`src/rtl/mem_stage_pkg.sv`:
```
// Shared types and helpers for the MEM pipeline stage: widths, FSM state
// encoding and the MEM/WB bundle that feeds write-back and forwarding.
package mem_stage_pkg;

    localparam int DATA_W  = 16;
    localparam int RADDR_W = 4;
    localparam int CNT_W   = 8;

    typedef enum logic [0:0] {
        IDLE = 1'b0,
        WAIT = 1'b1
    } state_t;

    typedef struct packed {
        logic               reg_write_en;
        logic [RADDR_W-1:0] reg_write_addr;
        logic [DATA_W-1:0]  data;
    } mem_wb_t;

    function automatic mem_wb_t wb_pack(
        input logic               en,
        input logic [RADDR_W-1:0] addr,
        input logic [DATA_W-1:0]  data
    );
        mem_wb_t w;
        w.reg_write_en   = en;
        w.reg_write_addr = addr;
        w.data           = data;
        return w;
    endfunction

    // A store wins over a load when both bits are set, so only a pure load
    // returns memory data.
    function automatic logic [DATA_W-1:0] wb_result(
        input logic              is_store,
        input logic              is_load,
        input logic [DATA_W-1:0] alu,
        input logic [DATA_W-1:0] rdata
    );
        logic [DATA_W-1:0] r;
        if (is_load && !is_store) begin
            r = rdata;
        end else begin
            r = alu;
        end
        return r;
    endfunction

endpackage

```
`src/rtl/mem_wb_reg.sv`:
```
// MEM/WB pipeline register. A bubble clears only the write enable so the
// destination and data fields keep their previous contents.
module mem_wb_reg
    import mem_stage_pkg::*;
(
    input  logic    i_clk,
    input  logic    i_rst_n,
    input  logic    i_bubble,
    input  mem_wb_t i_d,
    output mem_wb_t o_q
);

    mem_wb_t r_q;

    // MEM/WB bundle register with bubble insertion
    always_ff @(posedge i_clk or negedge i_rst_n) begin
        if (!i_rst_n) begin
            r_q <= '0;
        end else if (i_bubble) begin
            r_q.reg_write_en <= 1'b0;
        end else begin
            r_q <= i_d;
        end
    end

    assign o_q = r_q;

endmodule

```
`src/rtl/mem_stage.sv`:
```
// Memory-access stage: drives the data-memory req/ack bus, stalls the front
// of the pipeline while an access is outstanding, and times out lost acks.
module mem_stage #(
    parameter int DATA_W      = 16,
    parameter int RADDR_W     = 4,
    parameter int ACK_TIMEOUT = 8
) (
    input  logic               clk_i,
    input  logic               rst_ni,
    input  logic               reg_write_en_i,
    input  logic               mem_write_en_i,
    input  logic               mem_to_reg_i,
    input  logic [DATA_W-1:0]  alu_i,
    input  logic [DATA_W-1:0]  reg_data2_i,
    input  logic [RADDR_W-1:0] reg_write_addr_i,
    output logic               dmem_req_o,
    output logic               dmem_we_o,
    output logic [DATA_W-1:0]  dmem_addr_o,
    output logic [DATA_W-1:0]  dmem_wdata_o,
    input  logic               dmem_ack_i,
    input  logic [DATA_W-1:0]  dmem_rdata_i,
    output logic               stall_o,
    output logic               wb_reg_write_en_o,
    output logic [RADDR_W-1:0] wb_reg_write_addr_o,
    output logic [DATA_W-1:0]  wb_data_o,
    output logic               err_o
);

    import mem_stage_pkg::*;

    localparam logic [CNT_W-1:0] CNT_LAST = CNT_W'(ACK_TIMEOUT - 1);

    state_t             r_state;
    state_t             w_state_nxt;
    logic [CNT_W-1:0]   r_cnt;
    logic [CNT_W-1:0]   w_cnt_nxt;
    logic               r_err;
    logic               w_err_nxt;

    logic               r_hold_we;
    logic               r_hold_m2r;
    logic               r_hold_rwe;
    logic [DATA_W-1:0]  r_hold_addr;
    logic [DATA_W-1:0]  r_hold_wdata;
    logic [RADDR_W-1:0] r_hold_waddr;
    logic               w_hold_load;

    logic               w_access;
    logic               w_req;
    logic               w_we;
    logic [DATA_W-1:0]  w_addr;
    logic [DATA_W-1:0]  w_wdata;
    logic               w_stall;
    logic               w_bubble;
    mem_wb_t            w_wb_d;
    mem_wb_t            w_wb_q;

    assign w_access = mem_write_en_i | mem_to_reg_i;

    // Next-state, bus drive, stall and MEM/WB input selection
    always_comb begin
        w_state_nxt = r_state;
        w_cnt_nxt   = r_cnt;
        w_err_nxt   = 1'b0;
        w_hold_load = 1'b0;
        w_req       = 1'b0;
        w_we        = 1'b0;
        w_addr      = '0;
        w_wdata     = '0;
        w_stall     = 1'b0;
        w_bubble    = 1'b0;
        w_wb_d      = wb_pack(reg_write_en_i, reg_write_addr_i, alu_i);
        case (r_state)
            IDLE: begin
                if (w_access) begin
                    w_req   = 1'b1;
                    w_we    = mem_write_en_i;
                    w_addr  = alu_i;
                    w_wdata = reg_data2_i;
                    if (dmem_ack_i) begin
                        w_wb_d = wb_pack(reg_write_en_i, reg_write_addr_i,
                                         wb_result(mem_write_en_i, mem_to_reg_i,
                                                   alu_i, dmem_rdata_i));
                    end else begin
                        w_stall     = 1'b1;
                        w_bubble    = 1'b1;
                        w_hold_load = 1'b1;
                        w_cnt_nxt   = '0;
                        w_state_nxt = WAIT;
                    end
                end else begin
                    w_state_nxt = IDLE;
                end
            end
            WAIT: begin
                // EX/MEM is frozen but not trusted here; everything comes from hold
                w_req   = 1'b1;
                w_we    = r_hold_we;
                w_addr  = r_hold_addr;
                w_wdata = r_hold_wdata;
                w_wb_d  = wb_pack(r_hold_rwe, r_hold_waddr,
                                  wb_result(r_hold_we, r_hold_m2r,
                                            r_hold_addr, dmem_rdata_i));
                if (dmem_ack_i) begin
                    w_state_nxt = IDLE;
                    w_cnt_nxt   = '0;
                end else if (r_cnt == CNT_LAST) begin
                    w_bubble    = 1'b1;
                    w_err_nxt   = 1'b1;
                    w_state_nxt = IDLE;
                    w_cnt_nxt   = '0;
                end else begin
                    w_stall     = 1'b1;
                    w_bubble    = 1'b1;
                    w_cnt_nxt   = r_cnt + 8'd1;
                end
            end
            default: begin
                w_state_nxt = IDLE;
                w_cnt_nxt   = '0;
            end
        endcase
    end

    // FSM state, wait counter and timeout error pulse
    always_ff @(posedge clk_i or negedge rst_ni) begin
        if (!rst_ni) begin
            r_state <= IDLE;
            r_cnt   <= '0;
            r_err   <= 1'b0;
        end else begin
            r_state <= w_state_nxt;
            r_cnt   <= w_cnt_nxt;
            r_err   <= w_err_nxt;
        end
    end

    // Request hold registers, captured when an access first misses its ack
    always_ff @(posedge clk_i or negedge rst_ni) begin
        if (!rst_ni) begin
            r_hold_we    <= 1'b0;
            r_hold_m2r   <= 1'b0;
            r_hold_rwe   <= 1'b0;
            r_hold_addr  <= '0;
            r_hold_wdata <= '0;
            r_hold_waddr <= '0;
        end else if (w_hold_load) begin
            r_hold_we    <= mem_write_en_i;
            r_hold_m2r   <= mem_to_reg_i;
            r_hold_rwe   <= reg_write_en_i;
            r_hold_addr  <= alu_i;
            r_hold_wdata <= reg_data2_i;
            r_hold_waddr <= reg_write_addr_i;
        end else begin
            r_hold_we    <= r_hold_we;
            r_hold_m2r   <= r_hold_m2r;
            r_hold_rwe   <= r_hold_rwe;
            r_hold_addr  <= r_hold_addr;
            r_hold_wdata <= r_hold_wdata;
            r_hold_waddr <= r_hold_waddr;
        end
    end

    mem_wb_reg u_mem_wb (
        .i_clk    (clk_i),
        .i_rst_n  (rst_ni),
        .i_bubble (w_bubble),
        .i_d      (w_wb_d),
        .o_q      (w_wb_q)
    );

    // Bus and stall are gated by reset so nothing leaks out while it is held
    assign dmem_req_o   = w_req & rst_ni;
    assign dmem_we_o    = w_we & rst_ni;
    assign dmem_addr_o  = rst_ni ? w_addr : '0;
    assign dmem_wdata_o = rst_ni ? w_wdata : '0;
    assign stall_o      = w_stall & rst_ni;

    assign wb_reg_write_en_o   = w_wb_q.reg_write_en;
    assign wb_reg_write_addr_o = w_wb_q.reg_write_addr;
    assign wb_data_o           = w_wb_q.data;
    assign err_o               = r_err;

endmodule

```
`config.mk`:
```
export PLATFORM = sky130hd
export DESIGN_NAME = mem_stage
export DESIGN_NICKNAME = d
export VERILOG_FILES = /design/src/rtl/mem_stage_pkg.sv /design/src/rtl/mem_wb_reg.sv /design/src/rtl/mem_stage.sv
export SDC_FILE = /design/constraint.sdc
export NUM_CORES = 1
export LEC_CHECK = 0
export ABC_AREA = 1
export CAP_MARGIN = 25
export CORE_MARGIN = 2
export CORE_UTILIZATION = 45
export DETAILED_ROUTE_END_ITERATION = 10
export PLACE_DENSITY = 0.83
export SKIP_LAST_GASP = 1
export SYNTH_ARGS = -nofsm -noshare
export SYNTH_HDL_FRONTEND = slang
export SYNTH_SLANG_ARGS = --single-unit
```
`constraint.sdc`:
```
create_clock -name clk_i -period 1.6 [get_ports clk_i]
set_clock_uncertainty 0.1 [all_clocks]
set_input_delay 0.32 -clock clk_i [delete_from_list [all_inputs] [get_ports clk_i]]
set_output_delay 0.32 -clock clk_i [all_outputs]
set_load 0.01 [all_outputs]
```
==> metrics.md <==
| Metric | Value |
|---|---|
| Status | complete, but fails checks |
| Failing checks | setup timing |
| Die area | 9810 um2 |
| Worst Path Max Fanout | 10 |
| Max-slew violations | 0 |
| Row count | 34 |
| Main synth FF type | dfrtp_1 |
| Most common cell after layout, fill and taps aside | nand2_1 |
| Crit end category | primary output |
| CTS tree | done |
| Root buffer cell | clkbuf_8 |
| Core area | 8720 um2 |
| Die Y-Extent | 99.0 um |
| Mapped Avg Cell Area | 7.66 um2 |
| Max frequency | 483 MHz |
| # IOs | 115 |
| Final Hold Fails | 0 |
| Chip width | 99.0 um |
| Routed len/inst | 16.6 um |
| Leakage | 3.19 nW |
| Design Area, Final | 6310 um2 |
| First-pass GRT wire length | 22.2 mm |
| Vias per cell | 5.48 |
| Remaining DRCs | 0 |
| Sequential fraction of the synthesis area | 0.431 |
| Layout cell share with drive strength beyond 1 | 0.301 |
| Post-placement setup slack | -1.00 ns |
| Number of global-route vias before repair | 4585 |
| Clk_lat worst skew | 0.35 ns |
| Critical path required time | 1.18 ns |
| Syn Std Cell Area | 4070 um2 |
| Placed cell areas | 5940 um2 |
| Buf/Inv on CP | 4 |
| Setup violations, final | 37 |
| Vias post-DR | 4612 |
| Largest cells by area after synthesis | dfrtp_1, nand2_1, nand3_1 |
| Hold Path Class | in2async |
| Synthesis-to-finish area growth | 55.3% |
| Clk pwr share | 0.219 |
| Area leader, netlist | dfrtp_1 |
| Mapped Cells | 531 |
| Synth cell types | 27 |
| Yosys reg bits | 70 |
| Clock transition at path regs | 0.08 ns |
| Switching Fraction | 0.368 |
| WP data arrival | 1.65 ns |
| Global route overflow | 0 |
| Detail Route Antenna Nets | 0 |
| Drt initial violations | 352 |
| Fillers | 641 |
| Slowest-stage cell, CP | dfrtp_2 |
| Initial core utilization | 0.466 |
| Minimum clock period | 2.07 ns |
| Placed wire-length estimate | 9.41 mm |
| Max-cap violations | 0 |
| Final hold slack | 0.0373 ns |
| Routed wire length | 14.0 mm |
| Sequential power share | 0.376 |
| Sw Pwr | 2.28 mW |
| Clock Path Buffers | 2 |
| Most frequent cells in the layout | nand2_1, buf_4, dfrtp_1 |
| Fin worst setup slack | -0.471 ns |
| Setup TNS | -14.76 ns |
| CTS buffer count | 9 |
| Async set-reset flop share out of synthesis | 1.00 |
| RSZ-0062 raised after global routing | true |
| GRT Overall Usage | 0.284 |
| Post-Syn Nets | 591 |
| Drt pass-1 iters | 5 |
| Yosys warning count | 0 |
| Critical path class | reg2out |
| CP cell instances | buf_6, inv_12, buf_16, nor2_1, a211oi_2, buf_2 |
| Worst slew margin | 0.628 |
| Placer Congestion | 0.914 |
| Crit path launch type | register |
| Largest net degree at the start of global routing | 75 |
| Ant diodes | 0 |
| Worst reg2reg path startpoint | r_state$_DFF_PN0_ |
| Layout Utilization | 0.724 |
| Setup crit start | r_state$_DFF_PN0_ |
| Combinational Power Share | 0.405 |
| Internal power | 3.92 mW |
| Antenna violations before repair | 0 |
| H-tree lvl count | 3 |
| Synth top area share | 0.431 |
| Layout Nets | 789 |
| Pwr per Cell Area | 982 nW/um2 |
| Num Clock Sinks | 70 |
| Max VDD drop | 0.458 mV |
| Max incr delay on CP | 0.44 ns |
| Cell family with most CP delay | buffers and inverters |
| Final period util | 1.29 |
| Port Buffers | 114 |
| Worst Max-Slew Pin Slew | 0.559 ns |
| EDFF count, synth | 0 |
## cells in the mapped netlist, types with 3 or more instances
library cell,instances
clkbuf_1,6
a31oi_1,4
nand4_1,19
dfrtp_1,70
nand2_2,4
o21ai_2,14
a211oi_1,32
nand3_1,60
inv_1,45
nor2_1,50
buf_2,8
buf_6,12
inv_2,3
o21ai_0,21
o21ai_1,6
nand2_1,156
buf_4,7
## path summary, 6_finish.rpt
path / slack, ns / end / cells after the start
min in group clk_i: 0.38 / u_mem_wb.o_q[9]$_DFFE_PN0N_ / 2
worst max-delay path: -0.47 / dmem_wdata_o[7] / 6
worst min-delay path: 0.04 / r_cnt[2]$_DFFE_PN0P_ / 2
worst min register to register: 0.38 / u_mem_wb.o_q[9]$_DFFE_PN0N_ / 2
max in group asynchronous: 0.88 / r_state$_DFF_PN0_ / 4
worst max register to register: -0.02 / r_hold_addr[3]$_DFFE_PN0P_ / 7
## cell families after synthesis
family,share of synthesized area
AOI/OAI and AO/OA,0.135
xor gates and xnor gates,0.00215
adders and majority gates,0.00615
buffers and inverters,0.109
DFF,0.431
and+or+nand+nor,0.316
## layer usage
metal | global-route usage | wire length (um)
met1 | 0.356 | 5630
met4 | 0.0906 | 302
met5 | 0 | 0
met2 | 0.494 | 6900
met3 | 0.0539 | 1130
## through the flow
stage	total power [mW]	instances
after floorplan	3.49	531
after global placement	4.65	812
after detailed placement	4.74	812
after CTS	6.11	840
after global routing	6.51	842
final	6.20	842
## worst reg2reg max path, stage by stage, from the launching register on
cell     delay [ns]
dfrtp_2        0.44
buf_6          0.15
inv_12         0.11
buf_6          0.15
nand2_2        0.08
buf_12         0.21
nand2_1        0.15
o21ai_0        0.10
## sequential cells by signal, indices dropped and copies added (netlist names)
name          cells
r_state           1
r_hold_we         1
r_hold_m2r        1
r_hold_addr      16
u_mem_wb.o_q     21
r_hold_rwe        1
r_hold_wdata     16
err_o             1
r_cnt             8
r_hold_waddr      4
## area by class of cell
type	instances	area, um2	share of cell area
repair inverters	1	7.51	0.00119
multi-input cells	378	2100	0.333
repair buffers	220	1930	0.306
clock buffers	10	138	0.0218
well taps	108	135	0.0214
inverters	49	199	0.0315
flip-flops and latches	70	1750	0.278
clock inverters	6	45.0	0.00714
## power groups by stage
stage / Clock (mW) / Sequential [mW] / Combinational (mW)
2_1_floorplan: 0 / 2.37 / 1.12
3_3_place_gp: 0 / 2.32 / 2.33
3_5_place_dp: 0 / 2.34 / 2.39
4_1_cts: 1.37 / 2.31 / 2.43
5_1_grt: 1.43 / 2.37 / 2.72
6_report: 1.36 / 2.33 / 2.51
## what timing repair did
item	CTS	global route
gates cloned	5	1
pin swaps	4	3
setup endpoints to repair	119	88
setup buffers	6	1
resized for setup	203	14
endpoints found under the hold margin	15	0
hold buffers	1	0
Power figures use the tool's default switching activity.
